`config.mk`:
```
export PLATFORM = sky130hd
export DESIGN_NAME = column_parity_unit_flat
export DESIGN_NICKNAME = d
export VERILOG_FILES = /design/src/rtl/column_parity_if.sv /design/src/rtl/column_parity_unit.sv /design/src/flat_wrapper.sv
export SDC_FILE = /design/constraint.sdc
export NUM_CORES = 1
export LEC_CHECK = 0
export CAP_MARGIN = 15
export CELL_PAD_IN_SITES_DETAIL_PLACEMENT = 0
export CELL_PAD_IN_SITES_GLOBAL_PLACEMENT = 2
export CORE_MARGIN = 4
export CORE_UTILIZATION = 30
export DETAILED_ROUTE_END_ITERATION = 8
export DONT_BUFFER_PORTS = 1
export HOLD_SLACK_MARGIN = 0.15
export MAX_ROUTING_LAYER = met4
export PLACE_DENSITY = 0.62
export SYNTH_ARGS = -nofsm -noshare
export SYNTH_HDL_FRONTEND = slang
export SYNTH_SLANG_ARGS = --single-unit
```
`constraint.sdc`:
```
create_clock -name clk -period 18.7 [get_ports clk]
set_clock_uncertainty 0.1 [all_clocks]
set_input_delay 2.805 -clock clk [delete_from_list [all_inputs] [get_ports clk]]
set_output_delay 2.805 -clock clk [all_outputs]
set_load 0.03 [all_outputs]
```
`src/rtl/column_parity_if.sv`:
```
// Handshake and lane-RAM bus between the round controller/state RAM and column_parity_unit.
interface column_parity_if #(
  parameter int LANE_W = 64
);
  logic              start;
  logic              ready;
  logic [4:0]        mem_addr;
  logic [LANE_W-1:0] mem_rd_data;
  logic [LANE_W-1:0] mem_wr_data;
  logic              mem_we;

  // master: round controller plus state RAM; slave: the theta unit
  modport master (output start, mem_rd_data, input ready, mem_addr, mem_wr_data, mem_we);
  modport slave  (input start, mem_rd_data, output ready, mem_addr, mem_wr_data, mem_we);
endinterface

```
`src/rtl/column_parity_unit.sv`:
```
// Theta step: column parities C[x], D[x] = C[x-1] ^ rotl(C[x+1],1), then A[x][y] ^= D[x] in RAM.
// Define COLPAR_DBG_EN to expose the latched column parities on the col_par port.
module column_parity_unit #(
  parameter int LANE_W = 64
) (
  input logic clk,
  input logic rst,
  column_parity_if.slave bus
`ifdef COLPAR_DBG_EN
  , output logic [5*LANE_W-1:0] col_par
`endif
);

  typedef enum logic [2:0] {IDLE, ACC, DRAIN, DCALC, RD, WR} state_t;

  state_t            state_q;
  logic              ready_q;
  logic              we_q;
  logic [4:0]        addr_q;
  logic [2:0]        x_q;
  logic [2:0]        y_q;
  logic [2:0]        x_prev_q;
  logic [LANE_W-1:0] c_q   [5];
  logic [LANE_W-1:0] d_q   [5];
  logic [LANE_W-1:0] c_nxt [5];

  function automatic logic [LANE_W-1:0] rotl1(input logic [LANE_W-1:0] v);
    return {v[LANE_W-2:0], v[LANE_W-1]};
  endfunction

  // Read data trails the address by one cycle, so it belongs to the lane at x_prev_q.
  always_comb begin
    // NOTE: every always_comb output gets a default first so no path can infer a latch.
    for (int i = 0; i < 5; i++) c_nxt[i] = c_q[i];
    if ((state_q == ACC && addr_q != 5'd0) || state_q == DRAIN)
      c_nxt[x_prev_q] = c_q[x_prev_q] ^ bus.mem_rd_data;
  end

  assign bus.ready       = ready_q;
  assign bus.mem_we      = we_q;
  assign bus.mem_addr    = addr_q;
  assign bus.mem_wr_data = (state_q == WR) ? (bus.mem_rd_data ^ d_q[x_q]) : '0;

  // NOTE: all state below uses non-blocking assignments so every register samples pre-edge values.
  always_ff @(posedge clk) begin
    if (rst) begin
      state_q  <= IDLE;
      ready_q  <= 1'b1;
      we_q     <= 1'b0;
      addr_q   <= '0;
      x_q      <= '0;
      y_q      <= '0;
      x_prev_q <= '0;
      for (int i = 0; i < 5; i++) begin
        c_q[i] <= '0;
        d_q[i] <= '0;
      end
`ifdef COLPAR_DBG_EN
      col_par  <= '0;
`endif
    end else begin
      case (state_q)
        IDLE: begin
          if (bus.start) begin
            state_q <= ACC;
            ready_q <= 1'b0;
            addr_q  <= '0;
            x_q     <= '0;
            y_q     <= '0;
            for (int i = 0; i < 5; i++) c_q[i] <= '0;
          end
        end
        ACC: begin
          for (int i = 0; i < 5; i++) c_q[i] <= c_nxt[i];
          x_prev_q <= x_q;
          if (addr_q == 5'd24) begin
            state_q <= DRAIN;
          end else begin
            addr_q <= addr_q + 5'd1;
            if (x_q == 3'd4) begin
              x_q <= '0;
              y_q <= y_q + 3'd1;
            end else begin
              x_q <= x_q + 3'd1;
            end
          end
        end
        DRAIN: begin
          for (int i = 0; i < 5; i++) c_q[i] <= c_nxt[i];
`ifdef COLPAR_DBG_EN
          for (int i = 0; i < 5; i++) col_par[i*LANE_W +: LANE_W] <= c_nxt[i];
`endif
          state_q <= DCALC;
        end
        DCALC: begin
          for (int i = 0; i < 5; i++) d_q[i] <= c_q[(i + 4) % 5] ^ rotl1(c_q[(i + 1) % 5]);
          state_q <= RD;
          addr_q  <= '0;
          x_q     <= '0;
          y_q     <= '0;
        end
        RD: begin
          we_q    <= 1'b1;
          state_q <= WR;
        end
        WR: begin
          we_q <= 1'b0;
          if (addr_q == 5'd24) begin
            state_q <= IDLE;
            ready_q <= 1'b1;
            addr_q  <= '0;
          end else begin
            state_q <= RD;
            addr_q  <= addr_q + 5'd1;
            if (x_q == 3'd4) begin
              x_q <= '0;
              y_q <= y_q + 3'd1;
            end else begin
              x_q <= x_q + 3'd1;
            end
          end
        end
        default: begin
          state_q <= IDLE;
          ready_q <= 1'b1;
          we_q    <= 1'b0;
        end
      endcase
    end
  end

endmodule

```
`src/flat_wrapper.sv`:
```
// flat-port wrapper written by rule: the top's interface ports become plain ports
module column_parity_unit_flat 
#(
  parameter int LANE_W = 64
)
  (clk, rst, bus_start, bus_mem_rd_data, bus_ready, bus_mem_addr, bus_mem_wr_data, bus_mem_we);
  column_parity_if #(.LANE_W(LANE_W)) bus_i ();
  input logic clk;
  input logic rst;
  input wire logic [$bits(bus_i.start)-1:0] bus_start;
  input wire logic [$bits(bus_i.mem_rd_data)-1:0] bus_mem_rd_data;
  output wire logic [$bits(bus_i.ready)-1:0] bus_ready;
  output wire logic [$bits(bus_i.mem_addr)-1:0] bus_mem_addr;
  output wire logic [$bits(bus_i.mem_wr_data)-1:0] bus_mem_wr_data;
  output wire logic [$bits(bus_i.mem_we)-1:0] bus_mem_we;
  assign bus_i.start = bus_start;
  assign bus_i.mem_rd_data = bus_mem_rd_data;
  assign bus_ready = bus_i.ready;
  assign bus_mem_addr = bus_i.mem_addr;
  assign bus_mem_wr_data = bus_i.mem_wr_data;
  assign bus_mem_we = bus_i.mem_we;
  column_parity_unit #(.LANE_W(LANE_W)) u_core (.clk(clk), .rst(rst), .bus(bus_i));
endmodule
```
==> qor.yml, run 1 <==
run_status:
  status: "finished, final reports clean"
logic_synthesis:
  synthesis.instances: 2341
  dominantRegCellSynth: "edfxtp_1"
  syn_area_per_cell_um2: 14.3
  synthArstFlopShare_pct: 0
  synth_area_leaders: "edfxtp_1, xnor2_1, mux4_2"
  ys_seq_elements: 662
  yosysMostFrequentCell: "edfxtp_1"
  synthTopCellsByCount: "edfxtp_1, nor2_1, xnor2_1"
  syn-num-nets: 2412
  ys_seq_area_share_pct: 58.6
  yosysUniqueCellTypes: 50
  yosysWarningCount: 0
  yosysTopAreaCell: "edfxtp_1"
  syn-cell-area_um2: 33600
  yosys.area.top_type_share_pct: 57.2
  synth-edff-count: 640
power:
  p_sw_w: 0.000883
  switching_share_pct: 24.6
  pwr-share-seq_pct: 49.9
  power_frac_comb_pct: 8.7
  p_leak_nw: 11.8
  ir_drop_mv: 0.0621
  p_int_w: 0.00271
  powerDensity_nw_per_um2: 95.7
  clkPwrFrac_pct: 41.3
setup_path:
  worst_ep_required_time_ns: 15.79
  critPathLaunchType: "flip-flop"
  cp_max_fo: 22
  critPathCaptureType: "output pin"
  critPathArrivalTime_ns: 3.67
  reg2reg_from: "u_core.state_q[0]$_SDFFE_PP0P_"
  path_class: "flip-flop to output pin"
placed_design:
  place_congestion: 0.787
  place_hpwl_um: 56400
  port_buffers: 0
  dpl_cell_area_um2: 35000
die:
  core-area_um2: 111000
  rows: 122
  start_util_pct: 30.3
  die_height_um: 343
  dieArea_um2: 117000
  die_w_um: 343
  io_pins: 138
grt:
  grt_max_degree: 172
  met1_usage_pct: 22.5
  grt_antenna_before_repair: 1
  overflow: 0
  gr-usage-met3_pct: 3.07
  grt_use_met2_pct: 26.5
  groute.usage.overall_pct: 16.8
  grt_pass1_vias: 21000
  grt-busiest-layer: "met2"
  grt_pass1_wl_um: 144000
timing:
  final.period_utilization_pct: 35.2
  period_needed_ns: 6.58
  hold_viol_final: 0
  worst_pin_slew_ns: 1.23
  grt_setup_unrepaired: "no"
  setup-tns-final_ns: 0
  setup_violations: 0
  max_freq_mhz: 152
  relSlewSlack_pct: 18.3
  slew_violations: 0
clocking:
  cts_made_buffers: 80
  cts_resized: 0
  cts_tree: "built"
  root_buffer: "clkbuf_16"
  clock_path_buffers: 3
  clock_sinks: 662
  cts_hold_buffers: 0
  worstSkewPairLatency_ns: 0.64
  cts.clk_slew.worst_paths_ns: 0.05
  h-tree-depth: 3
  postCtsSetupRepairBufs: 0
drt:
  antenna_left: 0
  drc: 0
  wirelength_um: 96900
  firstDrtPassIters: 6
  drtIter0Drc: 1697
  via_count: 20000
  viasPerCell: 5.19
  wl_per_cell_um: 25.2
finish:
  nNetsFinal: 2371
  drive_gt1_share_pct: 12.5
  syn_to_final_growth_pct: 11.8
  postLayoutCellArea_um2: 37500
  antennaDiodeCount: 0
hold_path:
  min_path_type: "flip-flop to flip-flop"
  hp-start: "u_core.x_q[2]$_SDFFE_PP0N_"
job:
  drv_cap: 0
power by group through the flow:
stage	Clock [W]	Sequential [W]	Combinational, W
floorplan	0	0.00182	0.000234
global placement	0	0.00182	0.000319
detailed placement	0	0.00183	0.000317
CTS	0.00153	0.00179	0.000319
global route	0.00160	0.00180	0.000340
finish	0.00149	0.00179	0.000313
sequential cells by signal, summed over array words and instances (netlist names), named ones only:
name	flops
u_core.x_prev_q	3
u_core.c_q	320
u_core.x_q	3
u_core.bus.ready	1
u_core.bus.mem_we	1
u_core.state_q	3
u_core.bus.mem_addr	5
u_core.d_q	320
per-layer routing:
layer / vias to the layer above / wire (µm)
met5: - / 0
li1: 8791 / -
met1: 10500 / 43300
met3: 113 / 5690
met4: 0 / 1910
met2: 603 / 46000
through the flow:
step	power, W	std cells	util, %	worst slack [ns]	hold WS, ns
after floorplan	0.00205	2341	-	2.04	0.376
after global placement	0.00214	3705	31.6	12.29	0.413
after detailed placement	0.00214	3705	31.6	12.30	0.414
after CTS	0.00364	3847	33.9	11.90	0.426
after global routing	0.00374	3848	33.9	11.81	0.482
final	0.00359	3848	33.9	12.12	0.424
logic make-up (layout without fill, tap and decap cells):
group / Yosys count / in the layout / share of synthesized area, %
flip-flops: 662 / 662 / 58.6
XOR/XNOR: 448 / 448 / 11.7
AND/OR/NAND/NOR: 433 / 433 / 5.28
AO/OA/AOI/OAI: 370 / 370 / 9.43
multiplexers: 260 / 260 / 12.5
buffers and inverters: 164 / 183 / 2.38
adder cells (fa/ha/maj): 4 / 4 / 0.149
final cells by class:
class	count	area, µm²
clock buffer	99	2120
clock inverter	43	354
fill	10700	73300
inverter	8	30.0
multi-input combinational	1515	13200
sequential	662	19700
tap	1488	1860
timing repair buffer	33	280
worst paths after layout:
| check | end | slack (ns) | cells after the start |
|---|---|---|---|
| worst max-delay path | bus_mem_wr_data[25] | 12.12 | 5 |
| worst min-delay path | flip-flop | 0.42 | 2 |
| worst max register to register | u_core.d_q[2][51]$_SDFFCE_PN0P_ | 14.45 | 4 |
| worst min register to register | flip-flop | 0.42 | 2 |
worst max-delay path, cell delays in order (launching register included):
cell     delay (ns)
dfxtp_4        0.68
buf_4          0.63
mux4_2         0.58
mux2i_1        0.50
xor2_1         0.15
nor2_1         0.47
layout by cell type, fill, tap and decap left out, drive strengths merged, types with 3 or more instances in the layout:
| cell type | instances |
|---|---|
| xor2 | 64 |
| clkinv | 34 |
| nor2 | 392 |
| nor2b | 3 |
| dfxtp | 22 |
| nand2 | 8 |
| a22o | 320 |
| mux2i | 131 |
| nand4 | 3 |
| nor4 | 3 |
| mux4 | 128 |
| o211ai | 6 |
| bufinv | 5 |
| nand3 | 3 |
| a21o | 3 |
| clkbuf | 99 |
| buf | 33 |
| nor3b | 3 |
| edfxtp | 640 |
| o21ai | 12 |
| nor3 | 7 |
| a21oi | 17 |
| ha | 4 |
| xnor2 | 384 |
| inv | 11 |
Power figures use the tool's default switching activity.
==> inputs of run 2 (changes only) <==
PLACE_DENSITY = 0.65   (was 0.62)
clock period = 5.7 ns   (was 18.7 ns; I/O delays follow)
==> qor.yml, run 2 (synthesized netlist as in run 1, its figures left out) <==
timing:
  relSlewSlack_pct: 19.9
  setup-tns-final_ns: 0
  worst_pin_slew_ns: 1.20
  slew_violations: 0
  grt_setup_unrepaired: "no"
  whs_ns: 0.197
  setup_violations: 0
  hold_viol_final: 0
  final.period_utilization_pct: 78.3
  period_needed_ns: 4.46
  max_freq_mhz: 224
finish:
  stdcell_count: 3856
  mostFrequentLayoutCells: "edfxtp_1, nor2_1, xnor2_1"
  drive_gt1_share_pct: 13.0
  antennaDiodeCount: 0
  syn_to_final_growth_pct: 12.2
  nNetsFinal: 2379
  fin_util_pct: 34.0
  final_common_cell: "edfxtp_1"
clocking:
  worstSkewPairLatency_ns: 0.63
  root_buffer: "clkbuf_16"
  clock_path_buffers: 3
  postCtsSetupRepairBufs: 0
  h-tree-depth: 3
  cts_made_buffers: 78
  cts_tree: "built"
  cts.clk_slew.worst_paths_ns: 0.06
  clock_sinks: 662
setup_path:
  worst_ep_required_time_ns: 4.74
  cp_max_fo: 37
  cpMaxStageDelayCell: "dfxtp_4"
  rr_worst_depth: 5
  path_class: "flip-flop to output pin"
  critPathLaunchType: "flip-flop"
  r2r_slack_ns: 2.12
  critPathArrivalTime_ns: 3.51
  slowest_delay_ns: 1.01
  critPathCaptureType: "output pin"
  path_cells: "mux4_2 -> mux2i_1 -> xor2_1 -> nor2_1"
  r2r-end: "u_core.c_q[2][44]$_DFFE_PP_"
  reg2reg_from: "u_core.state_q[0]$_SDFFE_PP0P_"
power:
  finalPower_w: 0.0118
  ir_drop_mv: 0.189
  powerDensity_nw_per_um2: 314
  p_leak_nw: 11.9
drt:
  firstDrtPassIters: 5
  drc: 0
  via_count: 19900
  wl_per_cell_um: 24.0
  viasPerCell: 5.15
  antenna_left: 0
  drtIter0Drc: 1588
  wirelength_um: 92400
hold_path:
  min_path_type: "input port to flip-flop"
  hp-start: "rst"
  holdPathEnd: "u_core.state_q[2]$_SDFFE_PP0P_"
  holdPathStages: 1
die:
  core-area_um2: 111000
  start_util_pct: 30.3
  die_w_um: 343
  io_pins: 138
  rows: 122
  dieArea_um2: 117000
  die_height_um: 343
placed_design:
  place_inst: 3715
  place_hpwl_um: 55100
  port_buffers: 0
  place_congestion: 0.753
grt:
  grt_max_degree: 166
  grt_pass1_wl_um: 139000
  groute.usage.overall_pct: 16.0
  overflow: 0
  grt_pass1_vias: 21100
  grt_antenna_before_repair: 0
run_status:
  status: "finished, final reports clean"
job:
  drv_cap: 0
run 2: final cells by class:
| class | instances | area, µm² |
|---|---|---|
| clock buffer | 98 | 2090 |
| clock inverter | 42 | 412 |
| fill | 10800 | 73100 |
| inverter | 8 | 30.0 |
| multi-input combinational | 1515 | 13200 |
| sequential | 662 | 19700 |
| tap | 1488 | 1860 |
| timing repair buffer | 43 | 388 |
run 2: routing by layer:
metal	up-vias	part of all wire, %	track usage, %
li1	8823	-	-
met4	0	2.3	4.48
met3	144	5.3	2.80
met1	10300	45	21.4
met5	-	0	-
met2	583	47	25.1
run 2: timing repair:
| item | in CTS | in global routing |
|---|---|---|
| hold buffers | 1 | 0 |
| gates resized for setup | 0 | 0 |
| hold endpoints to repair | 2 | 0 |
run 2: worst max path at each step:
| stage | startpoint | endpoint | slack (ns) | cells past startpoint |
|---|---|---|---|---|
| after floorplan | u_core.state_q[2]$_SDFFE_PP0P_ | u_core.d_q[0][0]$_SDFFCE_PN0P_ | -0.35 | 4 |
| after global placement | flip-flop | bus_mem_wr_data[1] | 1.81 | 4 |
| after detailed placement | flip-flop | bus_mem_wr_data[1] | 1.84 | 4 |
| after CTS | flip-flop | bus_mem_wr_data[1] | 1.13 | 4 |
| after global routing | flip-flop | bus_mem_wr_data[1] | 1.04 | 4 |
| final | flip-flop | bus_mem_wr_data[31] | 1.24 | 4 |
run 2: stage by stage:
step	instance area, µm²	setup slack [ns]
after global routing	37700	1.04
after CTS	37700	1.13
after global placement	35200	1.81
final	37700	1.24
after detailed placement	35200	1.84
after floorplan	33600	-0.345
run 2: power breakdown:
group	internal, W	switching (W)
clock	0.00292	0.00205
combinational	0.000456	0.000496
sequential	0.00559	0.000312
run 2: worst max-delay path: cells and delay by family, from the launching register on:
kind / cells / cell delay, ns
mux: 2 / 1.20
flops: 1 / 1.01
simple gates: 1 / 0.48
xor+xnor: 1 / 0.15
